$ cat config.mk
export PLATFORM = sky130hd
export DESIGN_NAME = alu_decode_stage
export DESIGN_NICKNAME = d
export VERILOG_FILES = /design/src/rtl/alu_decode_stage_pkg.sv /design/src/rtl/alu_decode_stage_skid.sv /design/src/rtl/alu_decode_stage.sv
export SDC_FILE = /design/constraint.sdc
export NUM_CORES = 1
export LEC_CHECK = 0
export ABC_CLOCK_PERIOD_IN_PS = 2600
export CELL_PAD_IN_SITES_DETAIL_PLACEMENT = 0
export CELL_PAD_IN_SITES_GLOBAL_PLACEMENT = 2
export CORE_MARGIN = 2
export CORE_UTILIZATION = 26
export CTS_BUF_LIST = sky130_fd_sc_hd__clkbuf_8 sky130_fd_sc_hd__clkbuf_16
export CTS_CLUSTER_SIZE = 30
export DETAILED_ROUTE_END_ITERATION = 8
export PLACE_DENSITY_LB_ADDON = 0.1
export REMOVE_ABC_BUFFERS = 1
export SLEW_MARGIN = 10
export SYNTH_ARGS = -nofsm -noshare
export SYNTH_HDL_FRONTEND = slang
export SYNTH_SLANG_ARGS = --single-unit
$ cat constraint.sdc
create_clock -name clk -period 2.6 [get_ports clk]
set_clock_uncertainty 0.05 [all_clocks]
set_input_delay 0.65 -clock clk [delete_from_list [all_inputs] [get_ports clk]]
set_output_delay 0.65 -clock clk [all_outputs]
set_load 0.03 [all_outputs]
$ cat src/rtl/alu_decode_stage_pkg.sv
// Shared types and decode logic for the RV32I integer decode stage.
// Covers OP, OP-IMM, LUI and AUIPC. Any other encoding decodes as illegal.
package alu_decode_stage_pkg;

  localparam int XLEN     = 32;
  localparam int REG_AW   = 5;

  localparam logic [6:0] OPC_OP     = 7'b0110011;
  localparam logic [6:0] OPC_OP_IMM = 7'b0010011;
  localparam logic [6:0] OPC_LUI    = 7'b0110111;
  localparam logic [6:0] OPC_AUIPC  = 7'b0010111;

  localparam logic [6:0] F7_BASE = 7'b0000000;
  localparam logic [6:0] F7_ALT  = 7'b0100000;

  typedef enum logic [3:0] {
    ALU_ADD   = 4'd0,
    ALU_SUB   = 4'd1,
    ALU_SLL   = 4'd2,
    ALU_SLT   = 4'd3,
    ALU_SLTU  = 4'd4,
    ALU_XOR   = 4'd5,
    ALU_SRL   = 4'd6,
    ALU_SRA   = 4'd7,
    ALU_OR    = 4'd8,
    ALU_AND   = 4'd9,
    ALU_LUI   = 4'd10,
    ALU_AUIPC = 4'd11
  } alu_operation_type;

  typedef struct packed {
    logic [XLEN-1:0]   a;
    logic [XLEN-1:0]   b;
    alu_operation_type op;
    logic [REG_AW-1:0] rd;
    logic              rd_we;
    logic              illegal;
    logic [XLEN-1:0]   pc;
  } alu_issue_t;

  // Shift amounts are zero-extended 5-bit values; the ALU sees only those bits.
  function automatic logic [XLEN-1:0] shamt_ext(input logic [4:0] sh);
    return {{(XLEN-5){1'b0}}, sh};
  endfunction

  function automatic alu_issue_t decode_instr(
    input logic [31:0]     instr,
    input logic [XLEN-1:0] pc,
    input logic [XLEN-1:0] rs1,
    input logic [XLEN-1:0] rs2
  );
    alu_issue_t r;
    logic       legal;
    logic [6:0] f7;
    logic [2:0] f3;
    f7    = instr[31:25];
    f3    = instr[14:12];
    r     = '0;
    r.pc  = pc;
    r.rd  = instr[11:7];
    r.op  = ALU_ADD;
    legal = 1'b0;
    case (instr[6:0])
      OPC_OP: begin
        r.a   = rs1;
        r.b   = rs2;
        legal = 1'b1;
        if (f7 == F7_BASE) begin
          case (f3)
            3'b000:  r.op = ALU_ADD;
            3'b001:  r.op = ALU_SLL;
            3'b010:  r.op = ALU_SLT;
            3'b011:  r.op = ALU_SLTU;
            3'b100:  r.op = ALU_XOR;
            3'b101:  r.op = ALU_SRL;
            3'b110:  r.op = ALU_OR;
            default: r.op = ALU_AND;
          endcase
        end else if (f7 == F7_ALT && f3 == 3'b000) begin
          r.op = ALU_SUB;
        end else if (f7 == F7_ALT && f3 == 3'b101) begin
          r.op = ALU_SRA;
        end else begin
          legal = 1'b0;
        end
        if (r.op == ALU_SLL || r.op == ALU_SRL || r.op == ALU_SRA)
          r.b = shamt_ext(rs2[4:0]);
      end
      OPC_OP_IMM: begin
        r.a   = rs1;
        r.b   = {{(XLEN-12){instr[31]}}, instr[31:20]};
        legal = 1'b1;
        case (f3)
          3'b000: r.op = ALU_ADD;
          3'b010: r.op = ALU_SLT;
          3'b011: r.op = ALU_SLTU;
          3'b100: r.op = ALU_XOR;
          3'b110: r.op = ALU_OR;
          3'b111: r.op = ALU_AND;
          3'b001: begin
            r.op  = ALU_SLL;
            r.b   = shamt_ext(instr[24:20]);
            legal = (f7 == F7_BASE);
          end
          default: begin
            r.b = shamt_ext(instr[24:20]);
            if (f7 == F7_BASE)     r.op = ALU_SRL;
            else if (f7 == F7_ALT) r.op = ALU_SRA;
            else                   legal = 1'b0;
          end
        endcase
      end
      OPC_LUI: begin
        r.a   = '0;
        r.b   = {{(XLEN-20){1'b0}}, instr[31:12]};
        r.op  = ALU_LUI;
        legal = 1'b1;
      end
      OPC_AUIPC: begin
        r.a   = pc;
        r.b   = {instr[31:12], 12'b0};
        r.op  = ALU_AUIPC;
        legal = 1'b1;
      end
      default: legal = 1'b0;
    endcase
    // Illegal entries still flow downstream, neutralised so they cannot write back.
    if (!legal) begin
      r.a       = '0;
      r.b       = '0;
      r.op      = ALU_ADD;
      r.illegal = 1'b1;
      r.rd_we   = 1'b0;
    end else begin
      r.rd_we   = (r.rd != '0);
    end
    return r;
  endfunction

endpackage

$ cat src/rtl/alu_decode_stage_skid.sv
// Two-entry skid buffer: an output slot plus one overflow register.
// in_ready is registered and drops only once the overflow register is occupied.
module skid_buffer #(
  parameter type T = logic
) (
  input  logic clk,
  input  logic rst,
  input  logic flush,
  input  logic in_valid,
  output logic in_ready,
  input  T     in_data,
  output logic out_valid,
  input  logic out_ready,
  output T     out_data
);

  T     out_d, out_q, skid_d, skid_q;
  logic out_vld_d, out_vld_q;
  logic skid_vld_d, skid_vld_q;
  logic in_ready_d, in_ready_q;
  logic accept, slot_free;

  always_comb begin
    accept     = in_valid && in_ready_q;
    slot_free  = !out_vld_q || out_ready;
    out_d      = out_q;
    out_vld_d  = out_vld_q;
    skid_d     = skid_q;
    skid_vld_d = skid_vld_q;
    if (flush) begin
      out_vld_d  = 1'b0;
      skid_vld_d = 1'b0;
    end else if (slot_free) begin
      // in_ready_q is low whenever the skid is full, so no accept can collide here.
      if (skid_vld_q) begin
        out_d      = skid_q;
        out_vld_d  = 1'b1;
        skid_vld_d = 1'b0;
      end else begin
        out_vld_d = accept;
        if (accept) out_d = in_data;
      end
    end else if (accept) begin
      skid_d     = in_data;
      skid_vld_d = 1'b1;
    end
    in_ready_d = !skid_vld_d;
  end

  always_ff @(posedge clk) begin
    if (rst) begin
      out_q      <= '0;
      skid_q     <= '0;
      out_vld_q  <= 1'b0;
      skid_vld_q <= 1'b0;
      in_ready_q <= 1'b1;
    end else begin
      out_q      <= out_d;
      skid_q     <= skid_d;
      out_vld_q  <= out_vld_d;
      skid_vld_q <= skid_vld_d;
      in_ready_q <= in_ready_d;
    end
  end

  assign in_ready  = in_ready_q;
  assign out_valid = out_vld_q;
  assign out_data  = out_q;

endmodule

$ cat src/rtl/alu_decode_stage.sv
// Registered RV32I decode stage feeding the ALU: reads operands through a
// combinational register-file port and presents A/B/op/rd behind a skid buffer.
module alu_decode_stage
  import alu_decode_stage_pkg::*;
#(
  parameter int DATA_WIDTH     = 32,
  parameter int REG_ADDR_WIDTH = 5
) (
  input  logic                      clk,
  input  logic                      rst,
  input  logic                      in_valid,
  output logic                      in_ready,
  input  logic [31:0]               in_instr,
  input  logic [DATA_WIDTH-1:0]     in_pc,
  output logic [REG_ADDR_WIDTH-1:0] rs1_addr,
  output logic [REG_ADDR_WIDTH-1:0] rs2_addr,
  input  logic [DATA_WIDTH-1:0]     rs1_data,
  input  logic [DATA_WIDTH-1:0]     rs2_data,
  input  logic                      flush,
  output logic                      out_valid,
  input  logic                      out_ready,
  output logic [DATA_WIDTH-1:0]     out_a,
  output logic [DATA_WIDTH-1:0]     out_b,
  output alu_operation_type         out_op,
  output logic [REG_ADDR_WIDTH-1:0] out_rd,
  output logic                      out_rd_we,
  output logic                      out_illegal,
  output logic [DATA_WIDTH-1:0]     out_pc
);

  alu_issue_t issue_d;
  alu_issue_t issue_q;

  assign rs1_addr = in_instr[19:15];
  assign rs2_addr = in_instr[24:20];

  always_comb begin
    issue_d = decode_instr(in_instr, in_pc, rs1_data, rs2_data);
  end

  skid_buffer #(.T(alu_issue_t)) u_skid (
    .clk       (clk),
    .rst       (rst),
    .flush     (flush),
    .in_valid  (in_valid),
    .in_ready  (in_ready),
    .in_data   (issue_d),
    .out_valid (out_valid),
    .out_ready (out_ready),
    .out_data  (issue_q)
  );

  assign out_a       = issue_q.a;
  assign out_b       = issue_q.b;
  assign out_op      = issue_q.op;
  assign out_rd      = issue_q.rd;
  assign out_rd_we   = issue_q.rd_we;
  assign out_illegal = issue_q.illegal;
  assign out_pc      = issue_q.pc;

endmodule
### Word-level counts from Yosys, hierarchy flattened

Cells that the tools add are included.

| storage, ports and cells | value |
|---|---|
| bits in registers | 217 |
| input port bits | 133 |
| output and inout port bits | 119 |
| word-level logic and storage cells | 78 |

| cells by class | value |
|---|---|
| equal/unequal tests | 15 |
| mux-type cells | 27 |
| bitwise gates (word level) | 2 |
| reductions and logical operators | 17 |

Operator list:

| kind | number |
|---|---|
| $pmux W68 S4 | 1 |
| $mux W107 | 2 |
| $mux W68 | 1 |
| $mux W32 | 2 |
| $pmux W4 S7 | 2 |
| $eq A7 B6 Y1 const B | 3 |
| $eq A7 B5 Y1 const B | 2 |
| $eq A3 B3 Y1 const B | 4 |
| $mux W3 | 4 |
| $mux W1 | 11 |
| $eq A4 B3 Y1 const B | 2 |
| $mux W4 | 2 |
| $logic_not A7 Y1 | 1 |
| $eq A3 B2 Y1 const B | 2 |
| $reduce_and A3 Y1 | 2 |
| $reduce_or A6 Y1 | 1 |
| $reduce_bool A5 Y1 | 1 |
| $eq A4 B2 Y1 const B | 1 |
| $reduce_or A2 Y1 | 2 |
| $eq A3 B1 Y1 const B | 1 |
| $logic_and A1 B1 Y1 | 3 |
| $logic_not A3 Y1 | 1 |
| $logic_or A1 B1 Y1 | 3 |
| $pmux W1 S3 | 1 |
| other kinds (4) | 6 |

### Depth between registers and ports, before layout

Gate-level depths: netlist (run 1).

| depth | value |
|---|---|
| word-level depth | 14 |
| gate-level depth with buffers | 9 |
| gate-level depth less buffers | 6 |

### Cells and area by module

Synthesis (run 1) repeated with hierarchy kept, for this count alone.

| second synthesis, totals | value |
|---|---|
| cell total of the unflattened synthesis | 1,380 |
| area, all modules | 12,349.3 µm² |

Modules (own cells, without submodules):

| module | instances | cells an instance | area an instance (µm²) | sequential area each (µm²) |
|---|---|---|---|---|
| skid_buffer | 1 | 1,083 | 10,364.9 | 4,344.2 |
| alu_decode_stage | 1 | 297 | 1,984.4 | 0.0 |

### Worst setup path before layout (run 1)

No wires, ideal clock.

| timing | value |
|---|---|
| kind | input to register |
| from | input port in_instr[26] |
| to | register u_skid.out_q, in the netlist u_skid.out_data[60] |
| library setup time | 0.117 ns |
| arrival time | 2.360 ns |
| data required time | 2.433 ns |
| path slack | 0.073 ns |
| stages on the path | 7 |
| buffers on the path | 1 |
| cells stage by stage | or4_4 -> nor3_4 -> a2111oi_4 -> buf_2 -> a221oi_1 -> a2bb2oi_1 -> a22o_1 |

| on the way | value |
|---|---|
| word-level cells in the longest chain between the ends | 14 |
| elaborated cells between the ends (all ways) | 25 |
| classes of those cells | eq/ne (4); mux (16); reduce/logical (5) |

RTL lines:

| item | line | RTL |
|---|---|---|
| start: declaration | alu_decode_stage.sv:13 | `input logic [31:0] in_instr,` |
| $eq A7 B6 Y1 | alu_decode_stage_pkg.sv:79, alu_decode_stage_pkg.sv:81, alu_decode_stage_pkg.sv:108 |  |
| $logic_and A1 B1 Y1 | alu_decode_stage_pkg.sv:81 | `end else if (f7 == F7_ALT && f3 == 3'b101) begin` |
| $mux W3 | alu_decode_stage_pkg.sv:81 |  |
| $mux W3 | alu_decode_stage_pkg.sv:79 | `end else if (f7 == F7_ALT && f3 == 3'b000) begin` |
| $mux W4 | alu_decode_stage_pkg.sv:68 | `if (f7 == F7_BASE) begin` |
| $mux W4 | alu_decode_stage_pkg.sv:63 | `case (instr[6:0])` |
| $eq A4 B2 Y1 / $eq A4 B3 Y1 (equally long branches) | alu_decode_stage_pkg.sv:86 | `if (r.op == ALU_SLL \|\| r.op == ALU_SRL \|\| r.op == ALU_SRA)` |
| $logic_or A1 B1 Y1 (2 in a row) | alu_decode_stage_pkg.sv:86 |  |
| $mux W32 | alu_decode_stage_pkg.sv:86 |  |
| $pmux W68 S4 | alu_decode_stage_pkg.sv:63 |  |
| $mux W68 * | alu_decode_stage_pkg.sv:128 | `if (!legal) begin` |
| $mux W107 * | alu_decode_stage_skid.sv:41 | `if (accept) out_d = in_data;` |
| $mux W107 * | alu_decode_stage_skid.sv:35 | `if (skid_vld_q) begin` |
| end signal: assignment | alu_decode_stage_skid.sv:58 | `out_q <= out_d;` |
| end: declaration | alu_decode_stage_skid.sv:17 | `T out_d, out_q, skid_d, skid_q;` |

Mark *: on every way between the ends. The rest lies on a longest branch, timed or not. The select of a mux whose other input is x is not followed.
A chain may end at the register's enable or synchronous reset.

### Final worst setup path (run 1)

| timing | value |
|---|---|
| from | input port in_instr[13] |
| to | register u_skid.skid_q[88] in the netlist's numbering |

| on the way | value |
|---|---|
| word-level cells in the longest chain between the ends | 7 |
| elaborated cells between the ends (all ways) | 17 |
| classes of those cells | eq/ne (7); mux (6); reduce/logical (4) |

RTL lines:

| item | line | RTL |
|---|---|---|
| $eq A3 B3 Y1 | alu_decode_stage_pkg.sv:81 |  |
| $logic_and A1 B1 Y1 | alu_decode_stage_pkg.sv:81 |  |
| $mux W1 | alu_decode_stage_pkg.sv:81 |  |
| $mux W1 | alu_decode_stage_pkg.sv:79 |  |
| $mux W1 | alu_decode_stage_pkg.sv:68 |  |
| $pmux W1 S3 * | alu_decode_stage_pkg.sv:63 |  |
| $mux W68 * | alu_decode_stage_pkg.sv:128 |  |
| end signal: assignment | alu_decode_stage_skid.sv:59 | `skid_q <= skid_d;` |
| end: declaration | alu_decode_stage_skid.sv:17 |  |

Mark *: on every way between the ends. The rest lies on a longest branch, timed or not.

==> qor.txt, run 1 <==
Cell taking the most area after synthesis = dfxtp_1
Commonest non-fill, non-tap cell in the layout = clkdlybuf4s50_1
Vias = 9070
Hold_ws = 0.3958 ns
Initial antenna violation count = 0
Largest net degree at the start of global routing = 87
Iter 0 DRT Violations = 512
Slew margin rel. = 54.27%
Setup_tns = 0 ns
Worst slew pin tran = 0.6834 ns
Status = finished, final reports clean
Vias in the first global route = 8953
Hold crit path type = flop to flop
Clock tree from TritonCTS = done
Main synth FF type = dfxtp_1
Mapped Area = 9281 um2
Layout Cells excl Fill = 1805
Initial Utilization = 26.22%
Async SR Flop Fraction = 0%
WL per Instance = 20.55 um
Placed Cells incl. Taps = 1750
Vias per std cell = 5.025
Clock Tree Buf Depth = 3
CP startpoint kind = input port
Final period utilization = 96.51%
Syn. warnings = 0
Total I/O pin count = 252
CTS Hold Bufs = 0
Fillers = 3581
CP max FO = 11
TritonCTS buffer count = 28
Core region area = 35400 um2
Drt drc = 0
Final Hold Fails = 0
Remaining Overflow, GRT = 0
Final GP Congestion = 0.7921
P per Cell Area = 586.2 nW/um2
Setup crit end kind = flop
Seq cells post-synth = 217
Std-Cell Rows = 69
Clock transition at path regs = 0.06 ns
Fmax = 398.5 MHz
Full die area = 37230 um2
Clk sinks = 217
Slew Limit Fails = 0
Fraction of layout cells with a size suffix above 1 = 15.56%
Area Overhead vs Synth = 51.83%
Post-Synthesis Cells = 1033
Overall die width = 192.9 um
GRT Overall Usage = 19.07%
Arr. time, crit path = 2.88 ns
Maximum VDD drop = 0.4057 mV
Port Buffers = 251
Library cells used by synthesis = 54
First-pass GRT wire length = 54770 um
Top post-synthesis cells by area = dfxtp_1 47%, a22o_1 8.5%, a221oi_1 4.9%, nand2_1 4.9%, mux2i_1 4.6%
Crit path time final = 2.509 ns
Clk Latency, worst-skew pair = 0.54 ns
Synth top area share = 46.81%
Dpl hpwl = 24730 um
Setup violators final = 0
Chip Height = 192.9 um
Post-synthesis sequential area ratio = 46.81%
Routed WL = 37100 um
Most frequent cells in the layout = 237 x clkdlybuf4s50_1, 216 x dfxtp_1, 121 x nand2_1, 106 x buf_4, 101 x nor2_1
Clk root buf = clkbuf_16
Max-cap check violation count = 0
Mapped Avg Cell Area = 8.985 um2
WS Path Type = input port to flop
RSZ-0062 raised after global routing = false
Drt pass-1 iters = 5
EDFF count, synth = 0
H-Tree Depth = 1
Post-route ant nets = 0
Pleak = 5.146 nW
Critical Path RT = 2.97 ns
Final net count = 1460
## power breakdown
group          switching [mW]  leakage, nW  total [mW]  internal, mW
logic                   0.620         2.92        1.14         0.520
clock network            1.46        0.462        3.66          2.19
registers              0.0486         1.76        3.46          3.41
## critical path, cell delays in order
cell and delay (ns):
clkdlybuf4s50_1 0.47, buf_4 0.19, nor2b_2 0.09, o21ai_1 0.23, a21boi_4 0.11, o31ai_4 0.51
nor3_4 0.10, buf_12 0.16, clkbuf_16 0.17, a22o_1 0.18
## cell families after synthesis
| family | Yosys count | synth area share (%) |
|---|---|---|
| AO/OA/AOI/OAI | 347 | 27.82 |
| XOR/XNOR | 2 | 0.1888 |
| buffers and inverters | 111 | 5.203 |
| flip-flops | 217 | 46.81 |
| multiplexers | 49 | 5.365 |
| AND/OR/NAND/NOR | 307 | 14.61 |
## layer usage
layer	GRT usage (%)	vias up	share of wire, %
met1	26.65	4351	47
met2	29.85	271	45
met5	0	-	0
met4	3.934	0	1.4
li1	-	4413	-
met3	4.652	35	7.1
## state kept, by name, summed over array words and instances (netlist names)
name               count
u_skid.in_ready        1
u_skid.skid_q        107
u_skid.out_data      107
u_skid.out_valid       1
u_skid.skid_vld_q      1
## final timing paths
| path | start | to | slack (ns) | cells after the start |
|---|---|---|---|---|
| worst min-delay path | u_skid.skid_q[60] | u_skid.skid_q[60] | 0.40 | 2 |
| worst max-delay path | in_instr[13] | u_skid.skid_q[88] | 0.09 | 10 |
| worst min register to register | u_skid.skid_q[60] | u_skid.skid_q[60] | 0.40 | 2 |
| worst max register to register | u_skid.in_ready | u_skid.out_data[55] | 0.66 | 7 |
## per-stage QoR
| step | power, mW | setup WS [ns] | cell area, um2 | util, % |
|---|---|---|---|---|
| 6_report | 8.261 | 0.09087 | 14090 | 39.81 |
| 4_1_cts | 8.364 | -0.04490 | 13840 | 39.11 |
| 2_1_floorplan | 3.980 | -8.812 | 8813 | - |
| 3_3_place_gp | 4.675 | -0.9043 | 12940 | 36.57 |
| 3_5_place_dp | 4.668 | -0.8954 | 12940 | 36.57 |
| 5_1_grt | 8.611 | 0.02672 | 14090 | 39.81 |
## timing repair
| item | in CTS | in global routing |
|---|---|---|
| buffers inserted | 1 | 2 |
| gates cloned | 1 | 4 |
| gates resized for setup | 2 | 28 |
| setup endpoints to repair | 57 | 119 |
| pin swaps | 1 | 7 |
## Yosys cell counts, types with 2 or more instances
library cell,n
o21ai_1,21
a21oi_1,56
nand3b_1,4
o21ai_0,29
a21boi_2,2
o31ai_1,2
dfxtp_1,217
o21a_1,2
a2bb2oi_1,8
a22o_1,90
clkbuf_1,78
a31oi_1,2
o31a_1,3
a32o_1,6
buf_1,6
and3_1,2
nand2_1,121
nor2b_1,3
nor3_1,47
o41ai_1,3
a21o_1,2
buf_6,2
o22ai_1,9
or3b_2,3
buf_2,11
nor2_1,103
nor3_4,2
a22oi_1,13
inv_1,4
nand2b_1,7
mux2i_1,43
nand3_1,5
buf_4,10
a211oi_1,40
a221oi_1,52
mux2_2,6
or3_1,2
## final cells by class
class                           count  area [um2]  share of cell area (%)
Clock inverter                     13       81.33                  0.5771
Sequential cell                   217        4348                   30.85
Inverter                            4       15.01                  0.1065
Clock buffer                       33       780.7                   5.540
Tap cell                          461       576.8                   4.093
Timing Repair Buffer              370        3675                   26.08
Multi-Input combinational cell    706        4613                   32.74
Antenna cell                        1       2.502                 0.01776
Power figures use the tool's default switching activity.
==> run 2: changes to the inputs <==
PLACE_DENSITY = 0.88   (was unset)
PLACE_DENSITY_LB_ADDON = unset   (was 0.1)
==> qor.txt, run 2 (synthesized netlist as in run 1, its figures left out) <==
First-pass GRT wire length = 51630 um
Crit path time final = 2.563 ns
Final core utilization = 39.28%
GRT Overall Usage = 17.62%
Routed WL = 34110 um
CP max FO = 30
CP startpoint kind = input port
Max-cap check violation count = 0
H-Tree Depth = 1
Power Internal = 5.985 mW
Largest net degree at the start of global routing = 96
Met2 Use GR = 29.14%
Met3 Use GR = 3.855%
Clk Latency, worst-skew pair = 0.53 ns
Drt drc = 0
Logic gate share of total power = 13.8%
Final GP Congestion = 0.8216
Worst slew pin tran = 0.7557 ns
Final Hold Fails = 0
Commonest non-fill, non-tap cell in the layout = clkdlybuf4s50_1
Core region area = 35400 um2
Maximum VDD drop = 0.4190 mV
Hold crit path type = flop to flop
WS Path Type = input port to flop
Clk pwr share = 43.5%
Setup_tns = 0 ns
Seq pwr share = 42.7%
Vias = 9073
Sw frac = 26.13%
Crit path max-delay cell type = or4_4
Slew margin rel. = 49.44%
Finished Cell Area = 13900 um2
TritonCTS buffer count = 26
Clock transition at path regs = 0.06 ns
Net Switching = 2.118 mW
Clock tree from TritonCTS = done
Port Buffers = 251
Dpl hpwl = 23860 um
Most frequent cells in the layout = 241 x clkdlybuf4s50_1, 216 x dfxtp_1, 121 x nand2_1, 103 x buf_4, 101 x nor2_1
Full die area = 37230 um2
Drt pass-1 iters = 5
Vias in the first global route = 8828
Std-Cell Rows = 69
Overall die width = 192.9 um
WL per Instance = 18.94 um
Vias per std cell = 5.038
Fmax = 390.1 MHz
Remaining Overflow, GRT = 0
Final net count = 1453
Clk sinks = 217
Busiest grt layer = met2
Placed Cells incl. Taps = 1749
CTS Hold Bufs = 0
Iter 0 DRT Violations = 518
Fraction of layout cells with a size suffix above 1 = 14.93%
Slew Limit Fails = 0
DP Area = 12980 um2
Initial antenna violation count = 0
Layout Cells excl Fill = 1801
Setup crit end kind = flop
Clk root buf = clkbuf_16
CP cell instances = clkdlybuf4s50_1 > or4_4 > nor3_4 > buf_4 > a2111oi_4 > buf_12 > a221oi_1 > a2bb2oi_1 > a22o_1
Status = finished, final reports clean
Critical Path Max Stage Delay = 0.58 ns
# diodes = 0
Setup violators final = 0
Arr. time, crit path = 2.92 ns
Pleak = 5.023 nW
Final period utilization = 98.58%
Chip Height = 192.9 um
P per Cell Area = 582.8 nW/um2
Post-route ant nets = 0
Fillers = 3547
Area Overhead vs Synth = 49.80%
Clock Tree Buf Depth = 3
Total I/O pin count = 252
Met1 Track Usage GR = 23.80%
Critical Path RT = 2.96 ns
Initial Utilization = 26.22%
run 2: final timing paths:
| path | start | to | slack, ns | depth (start not counted) |
|---|---|---|---|---|
| min reg2reg | u_skid.skid_q[54] | u_skid.skid_q[54] | 0.40 | 2 |
| max reg2reg | u_skid.skid_vld_q | u_skid.out_data[72] | 0.54 | 6 |
| max | in_instr[25] | u_skid.out_data[58] | 0.04 | 9 |
| min | u_skid.skid_q[54] | u_skid.skid_q[54] | 0.40 | 2 |
run 2: repair_timing:
| item | CTS | global route |
|---|---|---|
| setup buffers | 3 | 0 |
| hold endpoints to repair | 0 | 0 |
| pin swaps | 2 | 4 |
| cloned | 1 | 0 |
| setup endpoints to repair | 27 | 56 |
| resized for setup | 4 | 7 |
run 2: per-layer routing:
metal / vias to the layer above / wire length (um)
met5: - / 0
met4: 0 / 454
met3: 34 / 2412
met2: 262 / 15660
met1: 4381 / 15580
li1: 4396 / -
run 2: final cells by class:
| type | count | area (um2) | area share (%) |
|---|---|---|---|
| Tap cell | 461 | 576.8 | 4.149 |
| Clock buffer | 33 | 758.2 | 5.454 |
| Timing Repair Buffer | 366 | 3605 | 25.93 |
| Multi-Input combinational cell | 705 | 4521 | 32.51 |
| Inverter | 4 | 15.01 | 0.1080 |
| Clock inverter | 15 | 80.08 | 0.5760 |
| Sequential cell | 217 | 4348 | 31.27 |
run 2: critical path: cells and delay by family:
family	cells	cell delay (ns)
AO/OA/AOI/OAI	4	0.74
buffers and inverters	3	0.77
AND/OR/NAND/NOR	2	0.73
run 2: stage by stage:
| step | setup WS, ns | hold slack (ns) | power [mW] |
|---|---|---|---|
| final | 0.03683 | 0.3974 | 8.103 |
| after floorplan | -8.812 | 0.3759 | 3.980 |
| after global placement | -0.5157 | 0.3813 | 4.655 |
| after CTS | 0.02055 | 0.3986 | 8.210 |
| after detailed placement | -0.5673 | 0.3897 | 4.658 |
| after global routing | -0.006114 | 0.4158 | 8.440 |
run 2: power by group through the flow:
| stage | Sequential [mW] | Combinational, mW | Clock, mW |
|---|---|---|---|
| finish | 3.46 | 1.12 | 3.52 |
| global route | 3.47 | 1.20 | 3.77 |
| CTS | 3.46 | 1.13 | 3.62 |
| detailed placement | 3.53 | 1.13 | 0 |
| global placement | 3.53 | 1.12 | 0 |
| floorplan | 3.69 | 0.288 | 0 |
